### src/rtl/seq_multiplier.sv
// -----------------------------------------------------------------------------
// seq_multiplier
//   Iterative shift-add multiplier with valid/ready handshakes on both sides.
//   Each transaction selects unsigned or two's-complement signed operands.
//   The datapath works on operand magnitudes and fixes up the sign at the end,
//   consuming BITS_PER_CYCLE multiplier bits per CALC cycle. A result therefore
//   takes WIDTH/BITS_PER_CYCLE cycles to compute.
//
// Ports
//   clk          clock, all state updates on the rising edge
//   rst          asynchronous, active-high reset
//   in_valid     operand pair and mode are valid
//   in_ready     block can accept operands (IDLE only)
//   a            multiplicand, WIDTH bits
//   b            multiplier, WIDTH bits
//   signed_mode  1 = both operands two's complement, 0 = both unsigned
//   out_valid    product is valid (DONE)
//   out_ready    downstream accepts the product
//   product      2*WIDTH-bit result, held until the next result is written
//   busy         high in CALC or DONE
// -----------------------------------------------------------------------------
module seq_multiplier #(
  parameter int WIDTH          = 16,
  parameter int BITS_PER_CYCLE = 1
) (
  input  logic                 clk,
  input  logic                 rst,
  input  logic                 in_valid,
  output logic                 in_ready,
  input  logic [WIDTH-1:0]     a,
  input  logic [WIDTH-1:0]     b,
  input  logic                 signed_mode,
  output logic                 out_valid,
  input  logic                 out_ready,
  output logic [2*WIDTH-1:0]   product,
  output logic                 busy
);

  localparam int N     = WIDTH / BITS_PER_CYCLE;
  localparam int PW    = 2 * WIDTH;
  localparam int PPW   = WIDTH + BITS_PER_CYCLE;
  localparam int CNT_W = (N > 1) ? $clog2(N) : 1;
  localparam int SH_W  = $clog2(PW);
  localparam logic [CNT_W-1:0] LAST_STEP = CNT_W'(N - 1);

  if ((BITS_PER_CYCLE != 1 && BITS_PER_CYCLE != 2 && BITS_PER_CYCLE != 4) ||
      (WIDTH % BITS_PER_CYCLE != 0)) begin : g_bad_params
    $error("seq_multiplier: BITS_PER_CYCLE must be 1, 2 or 4 and divide WIDTH");
  end

  typedef enum logic [1:0] {
    S_IDLE = 2'd0,
    S_CALC = 2'd1,
    S_DONE = 2'd2
  } state_e;

  // Magnitude of an operand. The most negative value maps onto itself, which
  // is still correct when the result is read as an unsigned WIDTH-bit number.
  function automatic logic [WIDTH-1:0] magnitude(input logic [WIDTH-1:0] v,
                                                 input logic             neg);
    logic [WIDTH-1:0] r;
    if (neg) begin
      r = ~v + WIDTH'(1'b1);
    end else begin
      r = v;
    end
    return r;
  endfunction

  // Conditional two's-complement negation of the final sum. Negating zero
  // yields zero, so there is no negative zero.
  function automatic logic [PW-1:0] negate_if(input logic [PW-1:0] v,
                                              input logic          neg);
    logic [PW-1:0] r;
    if (neg) begin
      r = ~v + PW'(1'b1);
    end else begin
      r = v;
    end
    return r;
  endfunction

  state_e           state_q,     state_d;
  logic [WIDTH-1:0] mcand_q,     mcand_d;
  logic [WIDTH-1:0] mplier_q,    mplier_d;
  logic             sign_q,      sign_d;
  logic [PW-1:0]    acc_q,       acc_d;
  logic [CNT_W-1:0] step_q,      step_d;
  logic [PW-1:0]    product_q,   product_d;
  logic             in_ready_q,  in_ready_d;
  logic             out_valid_q, out_valid_d;
  logic             busy_q,      busy_d;

  logic [PPW-1:0]   pp_s;
  logic [SH_W-1:0]  shamt_s;
  logic [PW-1:0]    sum_s;

  // The multiplier register is shifted right each step, so its low bits are
  // always the next BITS_PER_CYCLE bits to consume.
  assign pp_s    = PPW'(mcand_q) * PPW'(mplier_q[BITS_PER_CYCLE-1:0]);
  assign shamt_s = SH_W'(step_q) * SH_W'(BITS_PER_CYCLE);
  assign sum_s   = acc_q + (PW'(pp_s) << shamt_s);

  assign in_ready  = in_ready_q;
  assign out_valid = out_valid_q;
  assign busy      = busy_q;
  assign product   = product_q;

  // State, datapath and output registers.
  always_ff @(posedge clk or posedge rst) begin
    if (rst) begin
      state_q     <= S_IDLE;
      mcand_q     <= {WIDTH{1'b0}};
      mplier_q    <= {WIDTH{1'b0}};
      sign_q      <= 1'b0;
      acc_q       <= {PW{1'b0}};
      step_q      <= {CNT_W{1'b0}};
      product_q   <= {PW{1'b0}};
      in_ready_q  <= 1'b0;
      out_valid_q <= 1'b0;
      busy_q      <= 1'b0;
    end else begin
      state_q     <= state_d;
      mcand_q     <= mcand_d;
      mplier_q    <= mplier_d;
      sign_q      <= sign_d;
      acc_q       <= acc_d;
      step_q      <= step_d;
      product_q   <= product_d;
      in_ready_q  <= in_ready_d;
      out_valid_q <= out_valid_d;
      busy_q      <= busy_d;
    end
  end

  // Next-state, datapath update and registered-output decode.
  always_comb begin
    state_d   = state_q;
    mcand_d   = mcand_q;
    mplier_d  = mplier_q;
    sign_d    = sign_q;
    acc_d     = acc_q;
    step_d    = step_q;
    product_d = product_q;

    case (state_q)
      S_IDLE: begin
        if (in_valid && in_ready_q) begin
          mcand_d  = magnitude(a, signed_mode & a[WIDTH-1]);
          mplier_d = magnitude(b, signed_mode & b[WIDTH-1]);
          sign_d   = signed_mode & (a[WIDTH-1] ^ b[WIDTH-1]);
          acc_d    = {PW{1'b0}};
          step_d   = {CNT_W{1'b0}};
          state_d  = S_CALC;
        end else begin
          state_d  = S_IDLE;
        end
      end
      S_CALC: begin
        acc_d    = sum_s;
        mplier_d = mplier_q >> BITS_PER_CYCLE;
        step_d   = step_q + CNT_W'(1'b1);
        if (step_q == LAST_STEP) begin
          product_d = negate_if(sum_s, sign_q);
          state_d   = S_DONE;
        end else begin
          state_d   = S_CALC;
        end
      end
      S_DONE: begin
        if (out_ready) begin
          state_d = S_IDLE;
        end else begin
          state_d = S_DONE;
        end
      end
      default: begin
        state_d = S_IDLE;
      end
    endcase

    // Outputs are registered copies of the decoded next state, so they
    // change together with the state register.
    in_ready_d  = (state_d == S_IDLE);
    out_valid_d = (state_d == S_DONE);
    busy_d      = (state_d != S_IDLE);
  end

endmodule

### config.mk
export PLATFORM = sky130hd
export DESIGN_NAME = seq_multiplier
export DESIGN_NICKNAME = d
export VERILOG_FILES = /design/src/rtl/seq_multiplier.sv
export SDC_FILE = /design/constraint.sdc
export NUM_CORES = 1
export LEC_CHECK = 0
export BUFFER_PORTS_ARGS = -buffer_cell sky130_fd_sc_hd__buf_2
export CORE_ASPECT_RATIO = 1.2
export CORE_MARGIN = 10
export CORE_UTILIZATION = 60
export CTS_BUF_LIST = sky130_fd_sc_hd__clkbuf_8
export DETAILED_ROUTE_END_ITERATION = 10
export PLACE_DENSITY = 0.77
export SLEW_MARGIN = 20
export SYNTH_ARGS = -nofsm -noshare
export SYNTH_HDL_FRONTEND = slang
export SYNTH_SLANG_ARGS = --single-unit
### constraint.sdc
create_clock -name clk -period 13.6 [get_ports clk]
set_clock_uncertainty 0.1 [all_clocks]
set_input_delay 3.4 -clock clk [delete_from_list [all_inputs] [get_ports clk]]
set_output_delay 3.4 -clock clk [all_outputs]
set_load 0.005 [all_outputs]
==> results of run 1 <==
[Yosys cell counts (all sizes together) (6+ instances only)]
| cell type | count | area [µm²] |
|---|---|---|
| a211oi | 9 | 67.6 |
| and3 | 12 | 80.1 |
| ha | 35 | 438 |
| xor2 | 30 | 270 |
| nor2b | 8 | 50.1 |
| nand3 | 49 | 245 |
| nand2b | 6 | 37.5 |
| mux2 | 12 | 135 |
| a21oi | 49 | 249 |
| inv | 16 | 60.1 |
| clkbuf | 56 | 211 |
| a31oi | 10 | 62.6 |
| o21a | 8 | 60.1 |
| or3 | 10 | 67.6 |
| nor2 | 66 | 248 |
| and2 | 7 | 43.8 |
| o22ai | 10 | 62.6 |
| a21o | 16 | 120 |
| nand2 | 150 | 563 |
| o211ai | 11 | 96.3 |
| dfrtp | 106 | 2650 |
| buf | 10 | 41.3 |
| o31ai | 7 | 52.6 |
| a22oi | 17 | 128 |
| o21ai | 135 | 679 |
| mux2i | 13 | 130 |
| nand3b | 6 | 45.0 |
| nor4 | 9 | 56.3 |
| nor3 | 13 | 65.1 |
| xnor2 | 45 | 394 |
[metal layers]
metal | vias to the layer above | GRT usage (%) | part of all wire [%]
met2 | 263 | 35.7 | 47
met1 | 3446 | 28.4 | 44
met3 | 42 | 3.49 | 6.5
li1 | 3715 | - | -
met4 | 0 | 7.01 | 2.4
met5 | - | 0 | 0
[through the flow]
| stage | instance area (µm²) | hold slack [ps] | power (µW) |
|---|---|---|---|
| after CTS | 8850 | 374 | 1950 |
| after global placement | 8640 | 346 | 1710 |
| final | 8850 | 368 | 1960 |
| after detailed placement | 8640 | 350 | 1740 |
| after floorplan | 8260 | 347 | 1450 |
| after global routing | 8850 | 397 | 2130 |
[layout make-up]
type	instances	area (µm²)	share of cell area (%)
repair buffers	79	415	4.69
flip-flops and latches	106	2650	30.0
clock buffers	9	124	1.40
multi-input cells	821	5290	59.8
inverters	18	70.1	0.792
clock inverters	7	83.8	0.947
well taps	168	210	2.38
[power groups by stage]
stage                     clock (µW)  combinational, µW  sequential [µW]
after floorplan                    0                946              506
after global placement             0               1140              566
after detailed placement           0               1170              571
after CTS                        217               1170              565
after global routing             228               1320              587
final                            216               1180              565
[worst register-to-register path, stage by stage, from the launching register on]
cell and delay (ps):
sky130_fd_sc_hd__dfrtp_1 1000, sky130_fd_sc_hd__mux4_2 600, sky130_fd_sc_hd__nand2_1 100, sky130_fd_sc_hd__nor2_1 50, sky130_fd_sc_hd__a31oi_1 280, sky130_fd_sc_hd__o22ai_1 140, sky130_fd_sc_hd__ha_1 450, sky130_fd_sc_hd__a21o_1 250
sky130_fd_sc_hd__o41ai_2 590, sky130_fd_sc_hd__a21boi_1 230, sky130_fd_sc_hd__o21ba_2 260, sky130_fd_sc_hd__xnor2_1 430, sky130_fd_sc_hd__nand4b_1 340, sky130_fd_sc_hd__nor4_1 420, sky130_fd_sc_hd__mux2_2 380, sky130_fd_sc_hd__nand2_1 50
[worst paths after layout]
kind / from / endpoint / slack, ps / cells past startpoint
max: step_q[0] / product[30] / 7890 / 15
min: product[15] / product[15] / 370 / 2
max reg2reg: step_q[0] / product[30] / 7890 / 15
min reg2reg: product[15] / product[15] / 370 / 2
max in group asynchronous: rst / acc_q[20] / 9250 / 3
min in group asynchronous: rst / mplier_q[5] / 2930 / 2
[logic make-up (layout without fill, tap and decap cells)]
| logic type | Yosys count | in the layout | share of synthesized area (%) |
|---|---|---|---|
| flip-flops | 106 | 106 | 32.1 |
| adder cells (fa/ha/maj) | 36 | 36 | 5.55 |
| AND/OR/NAND/NOR | 370 | 370 | 21.9 |
| AO/OA/AOI/OAI | 310 | 310 | 23.9 |
| buffers and inverters | 84 | 113 | 3.88 |
| XOR/XNOR | 75 | 75 | 8.05 |
| multiplexers | 30 | 30 | 4.58 |
[sequential cells by signal (all words and copies together) (netlist names)]
register,flops
out_valid,1
sign_q,1
state_q,2
step_q,4
product,32
mplier_q,16
in_ready,1
mcand_q,16
busy,1
acc_q,32
[layout by cell type, fill, tap and decap left out, types with 11 or more instances in the layout]
cell type                 Yosys  layout
sky130_fd_sc_hd__a21o_1      16      16
sky130_fd_sc_hd__a21oi_1     48      48
sky130_fd_sc_hd__a22oi_1     17      17
sky130_fd_sc_hd__and3_1      11      11
sky130_fd_sc_hd__buf_2        3      71
sky130_fd_sc_hd__dfrtp_1    106     106
sky130_fd_sc_hd__ha_1        35      35
sky130_fd_sc_hd__inv_1       16      15
sky130_fd_sc_hd__mux2_2      12      12
sky130_fd_sc_hd__mux2i_1     13      13
sky130_fd_sc_hd__nand2_1    150     149
sky130_fd_sc_hd__nand3_1     49      48
sky130_fd_sc_hd__nor2_1      66      66
sky130_fd_sc_hd__nor3_1      13      13
sky130_fd_sc_hd__o21ai_0    128     128
sky130_fd_sc_hd__xnor2_1     45      45
sky130_fd_sc_hd__xor2_1      29      29
==> reports/qor.txt, run 1 <==
====================================================================================
Fraction of layout instances using a drive strength above 1 ...........        13.6%
Clk Latency, worst-skew pair ..........................................       400 ps
Share of synthesized area occupied by flip-flops and latches ..........        32.1%
Number of antenna violations at the first check in global routing .....            0
Number of buffers inserted for hold repair after clock tree synthesis .            0
Number of synthesized flops with an enable pin ........................            0
Count of input and output buffers .....................................           71
Maximum clock rate ....................................................      175 MHz
Weighted congestion at the end of routability-driven global placement .        0.956
Cts repair resizes ....................................................            0
Layout Area Growth over Synthesis .....................................        7.18%
Leftover overflow at the end of global routing ........................            0
Wire length per cell ..................................................      17.1 µm
Prevailing post-synth register cell ................................... sky130_fd_sc_hd__dfrtp_1
Worst Path Required ...................................................    13,830 ps
Status ................................................................ complete, no violations
Clock tree from TritonCTS .............................................         done
Non-Filler Instances ..................................................        1,208
Cell-by-cell trace of the critical path ............................... mux4_2 -> nand2_1 -> nor2_1 -> a31oi_1 -> o22ai_1 -> ha_1 -> a21o_1 -> o41ai_2 -> a21boi_1 -> o21ba_2 -> xnor2_1 -> nand4b_1 -> nor4_1 -> mux2_2 -> nand2_1
Slew headroom .........................................................        35.1%
DRC marker count from the first detailed-route iteration ..............          554
Total leakage power ...................................................   0.00399 µW
Clock Power Share .....................................................        11.0%
Net switching power ...................................................       959 µW
Count of inserted antenna diode cells .................................            0
Min-Delay Path Class .................................................. flip-flop to flip-flop
Number of flip-flops and latches in the synthesized netlist ...........          106
Cell count after placement ............................................        1,192
# H-tree levels .......................................................            3
Register clock-pin slew on the reported worst setup and hold paths ....       110 ps
Critical-path cell with the highest stage delay ....................... sky130_fd_sc_hd__dfrtp_1
Ys Warns ..............................................................            0
Clock tree root driver cell ........................................... sky130_fd_sc_hd__clkbuf_8
Post-Route Setup TNS ..................................................         0 ps
Largest net degree at the start of global routing .....................           76
Post-Place Setup Slack ................................................      8000 ps
Switching part of the total ...........................................        49.0%
Die height ............................................................       148 µm
Synth Area per Inst ...................................................     8.17 µm²
Critical Setup Path Class ............................................. flip-flop to flip-flop
Dominant cell type by count on the critical path ...................... sky130_fd_sc_hd__nand2_1
Total die area ........................................................   18,900 µm²
# fillers .............................................................        1,228
Fin. max-slew vios ....................................................            0
CP delay by family, top ............................................... compound AO/OA/AOI/OAI gates
Number of design rule violations left after detail routing ............            0
Unrepaired setup endpoints after global routing .......................        false
Slowest Stage Delay on Critical Path ..................................      1000 ps
Post-synth ARST share .................................................         100%
Buffer levels on the longest clock path ...............................            2
Sort of element at the end of the critical path .......................    flip-flop
Post-synthesis instance area ..........................................     8260 µm²
Relative contribution of sequential cells to total power ..............        28.8%
Synthesized netlist net count .........................................        1,084
Number of vias after detailed routing .................................        7,466
Wire length of the first global-routing pass ..........................    34,300 µm
1st-pass router iterations ............................................            5
Net count of the finished layout ......................................        1,108
Post-detail-place hpwl ................................................    15,700 µm
Final core utilization ................................................        66.3%
Core area .............................................................   13,400 µm²
Cell count after synthesis ............................................        1,011
Fin worst setup slack .................................................      7890 ps
Total of endpoints with negative setup slack in the final report ......            0
Post-synthesis cell type count ........................................           79
MaxCap Viol Count .....................................................            0
Comb pwr share ........................................................        60.1%
Endpoint arrival time on the critical path ............................      5940 ps
CP max FO .............................................................           28
Maximum resistive drop on vdd .........................................       120 µV
Starting density of the core ..........................................        61.8%
Number of global-route vias before repair .............................        6,979
Transition time of the tightest slew-check pin ........................       973 ps
Final period utilization ..............................................        42.0%
Post-DRT Antenna Nets .................................................            0
Internal portion of total power .......................................      1000 µW
Final Hold Violating Endpoints ........................................            0
X dimension of the die ................................................       127 µm
All-layer global routing usage ........................................        21.7%
Number of vias per cell after detailed routing ........................         6.18
Number of setup buffers added after CTS ...............................            0
Power per cell area ...................................................   221 nW/µm²
I/O pin total .........................................................           72
Buf/Inv on CP .........................................................            0
Post-Route WL .........................................................    20,600 µm
Sinks on the clock net ................................................          106
Clock buffer count from CTS ...........................................            9
Startpoint Class ......................................................    flip-flop
Min Clock Period, post-route ..........................................      5710 ps
Number of placement rows ..............................................           46
====================================================================================
No activity file was read; power rests on OpenSTA's default activity.
==> inputs of run 2 (changes only) <==
clock period = 5.3 ns   (was 13.6 ns; I/O delays follow)
==> run 2 against run 1 <==
Against the previous run:
- critical path depth grew 3
- global-route usage grew 1.4 points
- hold slack gained 11 ps
- sequential power grew 150%
- flip-flop and latch count is the same
- design area grew 2.1%
- setup slack lost 7500 ps
- utilization grew 1.4 points
- final cell count grew 2.2%
- wire length grew 4.8%
- register-to-register slack lost 7500 ps
- critical endpoint unchanged
==> reports/qor.txt, run 2 (synthesis results as in run 1) <==
====================================================================================
Status ................................................................ complete, no violations
Number of cells traversed by the worst register-to-register path ......           18   +3
Number of global-route vias before repair .............................        7,192   +3.1%
Fin. max-slew vios ....................................................            0   unchanged
All-layer global routing usage ........................................        23.1%   +1.4 points
1st-pass router iterations ............................................            5   unchanged
Slowest Stage Delay on Critical Path ..................................       490 ps   -510 ps
Post-DRT Antenna Nets .................................................            0   unchanged
Number of design rule violations left after detail routing ............            0   unchanged
Register clock-pin slew on the reported worst setup and hold paths ....       100 ps   about the same
Standard cell area after detailed placement ...........................     8850 µm²   +2.4%
Fraction of layout instances using a drive strength above 1 ...........        16.0%   +2.5 points
Buf/Inv on CP .........................................................            1   +1
Total of endpoints with negative setup slack in the final report ......            0   unchanged
Count of inserted antenna diode cells .................................            0   unchanged
Critical-path cell with the highest stage delay ....................... sky130_fd_sc_hd__dfrtp_2
Final Hold Violating Endpoints ........................................            0   unchanged
Worst hold path depth .................................................            2   unchanged
Highest-count cells in the layout ignoring fill and taps .............. sky130_fd_sc_hd__nand2_1 (149), sky130_fd_sc_hd__o21ai_0 (128), sky130_fd_sc_hd__dfrtp_1 (105)
Dominant cell type by count on the critical path ...................... sky130_fd_sc_hd__mux2_2
Sinks on the clock net ................................................          106   unchanged
Largest net degree at the start of global routing .....................           74   -2.6%
Leftover overflow at the end of global routing ........................            0   unchanged
Clk Latency, worst-skew pair ..........................................       400 ps   about the same
Crit path depth .......................................................           18   +3
Commonest non-fill, non-tap cell in the layout ........................ sky130_fd_sc_hd__nand2_1
I/O pin total .........................................................           72   unchanged
Die height ............................................................       148 µm   unchanged
Number of antenna violations at the first check in global routing .....            0   unchanged
Clock tree root driver cell ........................................... sky130_fd_sc_hd__clkbuf_8
Number of buffers inserted for hold repair after clock tree synthesis .            0   unchanged
Post-route total power ................................................      5190 µW   +160%
CP max FO .............................................................           14   -50%
Wire length per cell ..................................................      17.5 µm   +2.5%
Power per cell area ...................................................   574 nW/µm²   +160%
Clock tree from TritonCTS .............................................         done
Cell-by-cell trace of the critical path ............................... buf_4 -> mux2_2 -> nand3_1 -> o21ai_0 -> mux2i_1 -> nor2_1 -> a21o_1 -> ha_1 -> a21oi_1 -> o21ai_1 -> a211o_1 -> or3_1 -> o21ba_2 -> xor2_2 -> nand4bb_1 -> nor4_1 -> mux2_2 -> nand2_1
Unrepaired setup endpoints after global routing .......................        false
Total die area ........................................................   18,900 µm²   unchanged
Post-Route Setup TNS ..................................................         0 ps   unchanged
# fillers .............................................................        1,195   -2.7%
Final core utilization ................................................        67.7%   +1.4 points
Slew headroom .........................................................        37.5%   +2.4 points
Layout Area Growth over Synthesis .....................................        9.46%
Count of input and output buffers .....................................           71   unchanged
Buffer levels on the longest clock path ...............................            2   unchanged
Number of placement rows ..............................................           46   unchanged
Critical Setup Path Class ............................................. flip-flop to flip-flop
Final period utilization ..............................................        93.4%   +51 points
Worst Path Required ...................................................      5540 ps   -8290 ps
Clock buffer count from CTS ...........................................            9   unchanged
Weighted congestion at the end of routability-driven global placement .        0.974   +1.9%
Min Clock Period, post-route ..........................................      4950 ps   -755 ps
Maximum resistive drop on vdd .........................................       316 µV   +160%
Maximum clock rate ....................................................      202 MHz   +15%
Number of vias per cell after detailed routing ........................         6.11   -1.2%
Number of vias after detailed routing .................................        7,543   +1.0%
Wire length of the first global-routing pass ..........................    36,000 µm   +4.7%
# H-tree levels .......................................................            3   unchanged
Startpoint Class ......................................................    flip-flop
Endpoint arrival time on the critical path ............................      5190 ps   -750 ps
Min-Delay Path Class .................................................. flip-flop to flip-flop
Starting density of the core ..........................................        61.8%   unchanged
Post-Route WL .........................................................    21,600 µm   +4.8%
MaxCap Viol Count .....................................................            0   unchanged
X dimension of the die ................................................       127 µm   unchanged
Core area .............................................................   13,400 µm²   unchanged
Sort of element at the end of the critical path .......................    flip-flop
CP delay by family, top ............................................... compound AO/OA/AOI/OAI gates
Final Instance Area ...................................................     9040 µm²   +2.1%
Reg-to-reg setup timing slack .........................................       350 ps   -7540 ps
Transition time of the tightest slew-check pin ........................       937 ps   -36.3 ps
Net count of the finished layout ......................................        1,136   +2.5%
DRC marker count from the first detailed-route iteration ..............          541   -2.3%
Total leakage power ...................................................   0.00410 µW   +2.7%
Post-detail-place hpwl ................................................    17,000 µm   +8.5%
====================================================================================
-- run 2: tightest hold or removal path: stages (launching register included) --
cell and delay (ps):
sky130_fd_sc_hd__dfrtp_1 350, sky130_fd_sc_hd__nand2_1 40, sky130_fd_sc_hd__o21ai_0 50
-- run 2: layer usage --
metal | share of wire (%) | vias to the layer above | GRT usage [%]
met5 | 0 | - | 0
met4 | 2.5 | 0 | 8.49
met3 | 5.2 | 31 | 3.17
met2 | 48 | 228 | 39.1
met1 | 45 | 3511 | 29.3
li1 | - | 3773 | -
-- run 2: power by group --
| group | internal (µW) | total [µW] | switching, µW |
|---|---|---|---|
| sequential | 1120 | 1400 | 281 |
| clock | 174 | 477 | 304 |
| combinational | 1380 | 3310 | 1930 |
| total | 2680 | 5190 | 2510 |
-- run 2: area by class of cell --
type / instances / area (µm²) / area share, %
multi-input cells: 821 / 5310 / 58.7
flip-flops and latches: 106 / 2650 / 29.4
repair buffers: 107 / 626 / 6.92
well taps: 168 / 210 / 2.33
clock buffers: 9 / 124 / 1.37
inverters: 18 / 70.1 / 0.775
clock inverters: 6 / 47.5 / 0.526
-- run 2: worst paths after layout --
check | end | from
setup / recovery | product[30] | step_q[0]
hold / removal | product[19] | product[19]
setup reg to reg | product[30] | step_q[0]
hold reg to reg | product[19] | product[19]
max in group asynchronous | step_q[0] | rst
min in group asynchronous | mplier_q[6] | rst
-- run 2: repair_timing --
item	4_1_cts	5_1_grt
gates resized for setup	0	3
buffers inserted	0	0
setup endpoints to repair	0	6
-- run 2: through the flow --
step | setup slack (ps) | std cells | hold WS [ps]
after floorplan | 471 | 1011 | 347
after global placement | 358 | 1220 | 346
after detailed placement | 266 | 1220 | 364
after CTS | 223 | 1235 | 387
after global routing | 58.4 | 1235 | 405
final | 348 | 1235 | 379
